==> src/rtl/switch_debounce_if.sv <==
// Switch pin/debounced-word bundle between board pins, filter and switch reader.
// Latency: none, wires only.
// Backpressure: none, the debounced word is a level and is always valid to read.
interface switch_debounce_if #(
    parameter int WIDTH = 24
);
    logic [WIDTH-1:0] switch_raw;
    logic [WIDTH-1:0] switch_input;
    logic             switch_changed;
    logic             switch_valid;

    // Filter side: takes raw pins, produces the clean word and status.
    modport master (
        input  switch_raw,
        output switch_input,
        output switch_changed,
        output switch_valid
    );

    // Pin/consumer side: drives raw pins, reads the clean word and status.
    modport slave (
        output switch_raw,
        input  switch_input,
        input  switch_changed,
        input  switch_valid
    );
endinterface

==> src/rtl/switch_debounce.sv <==
// Per-bit 2-FF synchronizer plus tick-sampled stability filter for board DIP switches.
// Latency: 2 + (STABLE_TICKS-1)*TICK_DIV + 1 .. 2 + STABLE_TICKS*TICK_DIV + 1 clocks from a steady raw edge.
// Backpressure: none, the output is a level refreshed only on sample ticks.
module switch_debounce #(
    parameter int WIDTH        = 24,
    parameter int TICK_DIV     = 100000,
    parameter int STABLE_TICKS = 5
) (
    input  logic                switclk,
    input  logic                switchrst,
    switch_debounce_if.master   sw
);

    localparam int         PW       = (TICK_DIV > 2) ? $clog2(TICK_DIV) : 1;
    localparam logic [3:0] ST       = 4'(STABLE_TICKS);
    localparam logic [3:0] ST_M1    = 4'(STABLE_TICKS - 1);
    localparam logic [PW-1:0] PRE_LAST = PW'(TICK_DIV - 1);

    // Synchronizer stages; only s2 is safe to look at.
    logic [WIDTH-1:0] s1;
    logic [WIDTH-1:0] s2;

    // Sample-tick prescaler.
    logic [PW-1:0]    prescale;
    logic             tick;

    // Per-bit candidate value and run length of equal samples.
    logic [WIDTH-1:0] cand;
    logic [WIDTH-1:0] cand_nxt;
    logic [3:0]       cnt     [WIDTH];
    logic [3:0]       cnt_nxt [WIDTH];

    // Debounced word and its next value.
    logic [WIDTH-1:0] clean;
    logic [WIDTH-1:0] clean_nxt;
    logic             changed;

    // Post-reset settle tracking.
    logic [3:0]       settle;
    logic             valid;

    assign tick = (prescale == PRE_LAST);

    // Two-flop synchronizer for the asynchronous switch pins.
    always_ff @(posedge switclk) begin
        if (switchrst) begin
            s1 <= '0;
            s2 <= '0;
        end else begin
            s1 <= sw.switch_raw;
            s2 <= s1;
        end
    end

    // Prescaler counting 0..TICK_DIV-1; tick is its last count.
    always_ff @(posedge switclk) begin
        if (switchrst) begin
            prescale <= '0;
        end else if (tick) begin
            prescale <= '0;
        end else begin
            prescale <= prescale + 1'b1;
        end
    end

    // Per-bit filter decision: restart on a differing sample, count up on an
    // equal one, commit when the run reaches STABLE_TICKS, then saturate.
    always_comb begin
        cand_nxt  = cand;
        clean_nxt = clean;
        for (int i = 0; i < WIDTH; i++) begin
            cnt_nxt[i] = cnt[i];
        end
        if (tick) begin
            for (int i = 0; i < WIDTH; i++) begin
                if (s2[i] != cand[i]) begin
                    cand_nxt[i] = s2[i];
                    cnt_nxt[i]  = 4'd1;
                end else if (cnt[i] == ST_M1) begin
                    cnt_nxt[i]   = ST;
                    clean_nxt[i] = cand[i];
                end else if (cnt[i] < ST_M1) begin
                    cnt_nxt[i] = cnt[i] + 4'd1;
                end
            end
        end
    end

    // Filter state registers; counts start saturated so a low pin needs no commit.
    always_ff @(posedge switclk) begin
        if (switchrst) begin
            cand <= '0;
            for (int i = 0; i < WIDTH; i++) begin
                cnt[i] <= ST;
            end
        end else begin
            cand <= cand_nxt;
            for (int i = 0; i < WIDTH; i++) begin
                cnt[i] <= cnt_nxt[i];
            end
        end
    end

    // Debounced word plus a pulse only when a commit actually flips a bit.
    always_ff @(posedge switclk) begin
        if (switchrst) begin
            clean   <= '0;
            changed <= 1'b0;
        end else begin
            clean   <= clean_nxt;
            changed <= (clean_nxt != clean);
        end
    end

    // Settle counter: valid rises on the tick where it reaches STABLE_TICKS,
    // the same tick a pin held high through reset commits.
    always_ff @(posedge switclk) begin
        if (switchrst) begin
            settle <= 4'd0;
            valid  <= 1'b0;
        end else if (tick && (settle < ST)) begin
            settle <= settle + 4'd1;
            if (settle == ST_M1) begin
                valid <= 1'b1;
            end
        end
    end

    assign sw.switch_input   = clean;
    assign sw.switch_changed = changed;
    assign sw.switch_valid   = valid;

endmodule

==> src/flat_wrapper.sv <==
// flat-port wrapper written by rule: the top's interface ports become plain ports
module switch_debounce_flat 
#(
    parameter int WIDTH        = 24,
    parameter int TICK_DIV     = 100000,
    parameter int STABLE_TICKS = 5
)
  (switclk, switchrst, sw_switch_raw, sw_switch_input, sw_switch_changed, sw_switch_valid);
  switch_debounce_if #(.WIDTH(WIDTH)) sw_i ();
  input  logic switclk;
  input  logic switchrst;
  input wire logic [$bits(sw_i.switch_raw)-1:0] sw_switch_raw;
  output wire logic [$bits(sw_i.switch_input)-1:0] sw_switch_input;
  output wire logic [$bits(sw_i.switch_changed)-1:0] sw_switch_changed;
  output wire logic [$bits(sw_i.switch_valid)-1:0] sw_switch_valid;
  assign sw_i.switch_raw = sw_switch_raw;
  assign sw_switch_input = sw_i.switch_input;
  assign sw_switch_changed = sw_i.switch_changed;
  assign sw_switch_valid = sw_i.switch_valid;
  switch_debounce #(.WIDTH(WIDTH), .TICK_DIV(TICK_DIV), .STABLE_TICKS(STABLE_TICKS)) u_core (.switclk(switclk), .switchrst(switchrst), .sw(sw_i));
endmodule
==> config.mk <==
export PLATFORM = sky130hd
export DESIGN_NAME = switch_debounce_flat
export DESIGN_NICKNAME = d
export VERILOG_FILES = /design/src/rtl/switch_debounce_if.sv /design/src/rtl/switch_debounce.sv /design/src/flat_wrapper.sv
export SDC_FILE = /design/constraint.sdc
export NUM_CORES = 1
export LEC_CHECK = 0
export BUFFER_PORTS_ARGS = -buffer_cell sky130_fd_sc_hd__buf_2
export CORE_ASPECT_RATIO = 1.1
export CORE_MARGIN = 1.5
export CORE_UTILIZATION = 30
export DETAILED_ROUTE_END_ITERATION = 7
export PLACE_DENSITY = 0.48
export SLEW_MARGIN = 10
export SYNTH_ARGS = -nofsm -noshare
export SYNTH_HDL_FRONTEND = slang
export SYNTH_SLANG_ARGS = --single-unit
==> constraint.sdc <==
create_clock -name switclk -period 4.75 [get_ports switclk]
set_input_delay 0.7125 -clock switclk [delete_from_list [all_inputs] [get_ports switclk]]
set_output_delay 0.7125 -clock switclk [all_outputs]
set_load 0.1 [all_outputs]
# == Yosys cells after proc, flatten, opt, wreduce, memory -nomap -nowiden ==
# Memories as Yosys holds them, arrays and structs flattened.
# Cells that the tools add are included.
# totals
mem_count,1
ff_bits,119
wordCells,334
ramBits,96
out_inout_bits,26
in_bits,26
# classes
n_bitwise,24
mux,149
n_reduce_logical,27
n_eq_ne,51
addsub,26
n_lt_le_gt_ge,25
# memory_table
memory,depth,width,read_ports,rd_ports_with_merged_regs,write_ports,line,text
u_core.cnt,24,4,24,0,24,switch_debounce.sv:30,logic [3:0] cnt [WIDTH];
# ops
cell,count
two-way mux 4 bit,96
adder 4 x 1 -> 4 bit (second input constant),25
equality test 4 x 3 -> 1 bit (second input constant),25
< comparator 4 x 3 -> 1 bit (second input constant),25
two-way mux 96 bit,1
two-way mux 1 bit,51
AND reduction 2 bit,25
two-way mux 24 bit,1
!= test 1 bit,24
!= test 24 bit,1
OR 1 bit,24
adder 17 x 1 -> 17 bit (second input constant),1
equality test 17 bit (second input constant),1
OR reduction 2 bit,1
logical AND 1 bit,1

# == Depth between registers and ports, before layout ==
# Gate-level depths: netlist (run 1).
# logic_depth
depth_word,6
depth_mapped,10
depth_no_buf,7

# == Worst setup path before layout (run 1) ==
# No wires, ideal clock.
# synth_path
kind,register -> register
start,reg u_core.prescale[0]
end,mem u_core.cnt[6][0] (netlist: u_core.cnt[0][24])
required_ns,4.623
period_less_slack_ns,1.938
stages_incl_launch_ff,10
n_path_buf,3
setup_ns,0.127
arrival_time_ns,1.811
path_slack_ns,2.812
path_cell_list,dfxtp_1 > ha_1 > and4_1 > buf_4 > and4_1 > buf_4 > buf_8 > and2_4 > xnor2_1 > or3_1
# synth_lines
element,line,text
"start, declared",switch_debounce.sv:24,logic [PW-1:0] prescale;
"start signal, assigned",switch_debounce.sv:62,prescale <= prescale + 1'b1;
"end, declared",switch_debounce.sv:30,

==> metrics.txt, run 1 <==
status finished, final reports clean; f_max ~0.38 GHz; vias between 7000 and 8000; CP Max Fanout 36; die height about 190 microns; WP data required about 5200 ps; number of clock sinks 215; row cnt 70; Root Buffer clkbuf_16; synthesized cell area ~0.01 sq mm; Top Layer Used met4; worst slew pin tran just under 800 ps; diode count 0; CP Capture Type flip-flop; adder-cell share of the synthesized area under 10%; IO buf count between 50 and 60; nets about 1300; Worst Hold Slack ~400 ps; Compound-Gate Fraction of Synth Area around 15%; first-pass GRT wire length roughly 36 mm; TritonCTS clock tree built; Hold Path Class input pin to flip-flop; Post-synth EDFFs 0; die width about 180 microns; number of buffers inserted by hold repair at cts 0; Synth Warn # 0; Final Hold Viols 0; main combinational cell family by area after synthesis simple AND/OR/NAND/NOR gates; gpl congestion about 0.76; ratio of cells with drive above 1 in the final layout between 9 and 10%; Yosys reg bits 215; drt drc 0; Post-Synth Simple-Gate Area a little under a quarter; drt pass-1 iters 7; post-synthesis xor/xnor area fraction under 10%; postcts setup bufs 0; Max VDD drop about 0.24 mV; WL met2 about 9.8 mm; CP Data Arrival Time between 3000 and 4000 ps; Critical Path Start Type flip-flop; pwr/cell area about 340 mW/mm^2; pin count of the biggest net entering global routing 104; syn nets 1253; Remaining Overflow, GRT 0; fin. max-slew vios 0; Worst Reg-to-Reg Cells 7; cts repair resizes 0; final instance area 0.0116 sq mm; met3 wire length just over 700 microns; post-route ant nets 0; Initial Util 30.3%; RSZ-0062 raised after global routing false; Post-DP Area about 0.011 sq mm; Setup Skew 14.2 ps; die area approximately 0.035 sq mm; CTS clock-pin slew for the worst setup and hold paths approximately 60 ps; Final Cycle Share a little over half; commonest cells after routing, fill and taps aside 215 x dfxtp_1, 107 x nand2_1, 87 x a21oi_1; Synth Flop Type dfxtp_1; WL per Instance 12.9 microns; Final setup viols 0; CORE AREA 0.0331 sq mm; Hold Crit Depth 2; initial antenna violation count 0; WL final 21.5 mm; post-synthesis sequential area ratio around 43%; max-cap violations 0; most common cell after layout, fill and taps aside dfxtp_1; Starting DRT DRC Count ~340; Pleak roughly 4.6 nW; Synth Area per Inst 8.54 sq um; Synth Instances 1176; asr flop ratio synth 0%; mux cell area share after synthesis 2.48%; met1 WL roughly 10 mm; io pins 52; htree depth 1; Clock Path Buffers 3; post-DR vias/cell roughly 4.7; CTS buffer count 27; relative slew slack roughly half; minimum clock period approximately 2600 ps; synth unique cells 52; R2R Setup Slk around 2100 ps; Syn-to-layout area delta 15.3%; Total Neg Setup Slack 0 ps; clk_lat worst skew 520 ps; Setup Crit Path Kind flip-flop to flip-flop; vias in the first global route 7415; hpwl dp 13.6 mm; GRT Total Usage between 10 and 15%
## area by class of cell
cell class / instances / area, sq um
fillers: 3409 / 21500
multi-input cells: 828 / 5180
flip-flops and latches: 215 / 4300
clock buffers: 42 / 842
well taps: 432 / 541
repair buffers: 58 / 327
inverters: 86 / 323
clock inverters: 6 / 58.8
## sequential cells by signal, summed over array words and instances, names as in the netlist
register / cells
u_core.sw.switch_changed: 1
u_core.cand: 24
u_core.cnt: 96
u_core.sw.switch_valid: 1
u_core.s2: 24
u_core.sw.switch_input: 24
u_core.settle: 4
u_core.prescale: 17
u_core.s1: 24
## Yosys cell counts, drive strengths merged (17+ instances only)
| library cell | number | share of area, % |
|---|---|---|
| nand2 | 107 | 4.0 |
| a31oi | 17 | 1.1 |
| o22ai | 20 | 1.2 |
| nor2 | 82 | 3.1 |
| and3 | 38 | 2.4 |
| nor2b | 51 | 3.2 |
| nand3 | 18 | 0.90 |
| o21ai | 71 | 3.5 |
| nand2b | 41 | 2.6 |
| xnor2 | 34 | 3.0 |
| clkbuf | 31 | 1.2 |
| a21oi | 87 | 4.3 |
| inv | 86 | 3.2 |
| mux2i | 17 | 1.7 |
| dfxtp | 215 | 43 |
| o21bai | 17 | 1.3 |
| nor3 | 32 | 1.6 |
| ha | 51 | 6.4 |
## final timing paths
check / from / end
worst max register to register: u_core.prescale[0] / u_core.cnt[0][56]
worst min-delay path: sw_switch_raw[22] / u_core.s1[22]
worst max-delay path: u_core.prescale[0] / u_core.cnt[0][56]
worst min register to register: u_core.s1[5] / u_core.s2[5]
## worst max-delay path, stage by stage (launching register included)
cell     delay (ps)
dfxtp_1         340
ha_1            200
and4_1          340
and4_2          700
buf_12          290
and2_1          200
xnor2_1          70
or3_1           340
## metal layers
| metal | global-route usage, % | vias up |
|---|---|---|
| met2 | 21.2 | 89 |
| met5 | 0 | - |
| met3 | 2.19 | 39 |
| met4 | 3.80 | 0 |
| met1 | 16.3 | 3588 |
| li1 | - | 4092 |
## where the power goes
group / internal [W] / leakage, nW / switching [W]
clock: 0.00126 / 0.451 / 0.000758
sequential: 0.00183 / 1.74 / 0.0000166
combinational: 0.0000346 / 2.42 / 0.0000502
total: 0.00312 / 4.62 / 0.000825
## per-stage QoR
stage / util (%) / setup slack, ps / power (W) / std cells
finish: 35.0 / 2140 / 0.00395 / 1667
global route: 35.0 / 1950 / 0.00411 / 1667
CTS: 35.0 / 2090 / 0.00403 / 1667
detailed placement: 32.2 / 2100 / 0.00197 / 1619
global placement: 32.2 / 2130 / 0.00197 / 1619
floorplan: - / 2810 / 0.00194 / 1176
## kinds of logic after synthesis
family | Yosys count
multiplexers | 24
flip-flops | 215
AND/OR/NAND/NOR | 452
XOR/XNOR | 47
AO/OA/AOI/OAI | 254
adder cells (fa/ha/maj) | 51
buffers and inverters | 133
(Power assumes the default switching activity.)
==> run 2, diff against run 1 <==
==> constraint.sdc (replaced) <==
create_clock -name switclk -period 2.7 [get_ports switclk]
set_input_delay 0.405 -clock switclk [delete_from_list [all_inputs] [get_ports switclk]]
set_output_delay 0.405 -clock switclk [all_outputs]
set_load 0.1 [all_outputs]
==> run 2 against run 1 <==
- global-route usage down 0.064 points
- sequential share of layout area is 0.19 points lower
- setup slack got worse by 1700 ps
- combinational power up 80%
- via count up 0.87%
- clock-buffer cell count decreased by 8
- die area unchanged
- first-iteration DRC count is 33% higher
- wire length fell by 0.25%
- largest power group unchanged
==> metrics.txt, run 2 (synthesis results as in run 1) <==
Hold Path Class input pin to flip-flop; status finished, final reports clean; Final setup viols 0; Final Hold Viols 0; Pleak between 4 and 5 nW; drt pass-1 iters 5; RSZ-0062 raised after global routing false; vias between 7000 and 8000; Syn-to-layout area delta 15.9%; Total Neg Setup Slack 0 ps; commonest cells after routing, fill and taps aside 215 x dfxtp_1, 107 x nand2_1, 87 x a21oi_1; Power Total around 0.007 W; GRT busiest layer met2; diode count 0; Critical Path Start Type flip-flop; Top Family by Delay on Critical Path simple AND/OR/NAND/NOR gates; Setup Skew 21.0 ps; cts repair resizes 0; max-cap violations 0; Initial Util 30.3%; Finished Core Util between 30% and 40%; relative slew slack 46.4%; dpl ws 459 ps; initial antenna violation count 0; post-route worst setup slack approximately 490 ps; CTS buffer count 25; Hold Crit Depth 2; GRT Total Usage between 10% and 20%; fin. max-slew vios 0; CP Capture Type flip-flop; die area between 0.03 and 0.04 sq mm; Starting DRT DRC Count approximately 450; die height just under 200 microns; Remaining Overflow, GRT 0; met1 Use GR between 10% and 20%; crit path buf inv count 1; critical path depth 7; TritonCTS clock tree built; CP Data Arrival Time ~2600 ps; worst slew pin tran between 800 and 900 ps; Largest register FFs 96; clk_lat worst skew 540 ps; Post-DP Area 0.0107 sq mm; number of buffers inserted by hold repair at cts 0; io pins 52; most common cell after layout, fill and taps aside dfxtp_1; pwr/cell area 604 mW/mm^2; Cell Chain, Critical Path ha_1 -> and4_1 -> and4_2 -> buf_12 -> and2_1 -> xnor2_1 -> or3_1; first-pass GRT wire length about 36 mm; Setup Crit Path Kind flip-flop to flip-flop; area of the multi-input gates 0.00518 sq mm; Top reg by flops u_core.cnt; hpwl dp ~14 mm; minimum clock period around 2200 ps; die width 177 microns; ratio of cells with drive above 1 in the final layout just under 10%; nets around 1300; Worst Reg-to-Reg Cells 7; WL final between 20 and 25 mm; Clock Path Buffers 3; M2 GR Usage 21.2%; slowest stage delay, CP about 360 ps; CTS clock-pin slew for the worst setup and hold paths 60 ps; postcts setup bufs 0; vias in the first global route 7482; final instance area 0.0116 sq mm; Root Buffer clkbuf_16; number of clock sinks 215; htree depth 1; IO buf count about 50; CP Max Fanout 47; met3 Usage GRT approximately 1.9%; gpl congestion about 0.73; fillcell total about 3500; post-DR vias/cell about 4.7; CORE AREA ~0.033 sq mm; drt drc 0; register area roughly 0.0043 sq mm; WP data required 3100 ps; Final Cycle Share between 80% and 90%; row cnt 70; WL per Instance between 10 and 15 microns; Max VDD drop ~0.44 mV; post-route ant nets 0; pin count of the biggest net entering global routing about 110; f_max ~0.45 GHz; slowest CP cell and4_1
## run 2: worst reg2reg max path: stages (launching register included)
cell and delay [ps]:
dfxtp_1 340, ha_1 200, and4_1 360, and4_2 310, buf_12 250, and2_1 240, xnor2_1 70, or3_1 330
## run 2: stage by stage
stage / hold slack (ps) / instances
after floorplan: 413 / 1176
after global placement: 419 / 1623
after detailed placement: 424 / 1623
after CTS: 54.1 / 1668
after global routing: 67.0 / 1668
final: 76.7 / 1668
## run 2: report_power, final
group          switching, W  internal [W]
sequential        0.0000293       0.00321
clock               0.00136       0.00228
combinational     0.0000887     0.0000638
total               0.00148       0.00555
## run 2: per-layer routing
metal  up-vias  wire [microns]
li1       4104               -
met3        31             658
met5         -               0
met1      3661           10600
met4         0             399
met2        80            9820
## run 2: final cells by class
type                    instances  area share, %
repair buffers                 62           3.39
flip-flops and latches        215           37.0
multi-input cells             828           44.5
well taps                     432           4.65
clock inverters                11           1.74
inverters                      86           2.77
clock buffers                  34           5.92
## run 2: final timing paths
| path | endpoint | slack, ps | start |
|---|---|---|---|
| worst min register to register | u_core.s2[6] | 430 | u_core.s1[6] |
| worst max-delay path | u_core.cnt[0][32] | 490 | u_core.prescale[0] |
| worst min-delay path | u_core.s1[13] | 80 | sw_switch_raw[13] |
| worst max register to register | u_core.cnt[0][32] | 490 | u_core.prescale[0] |
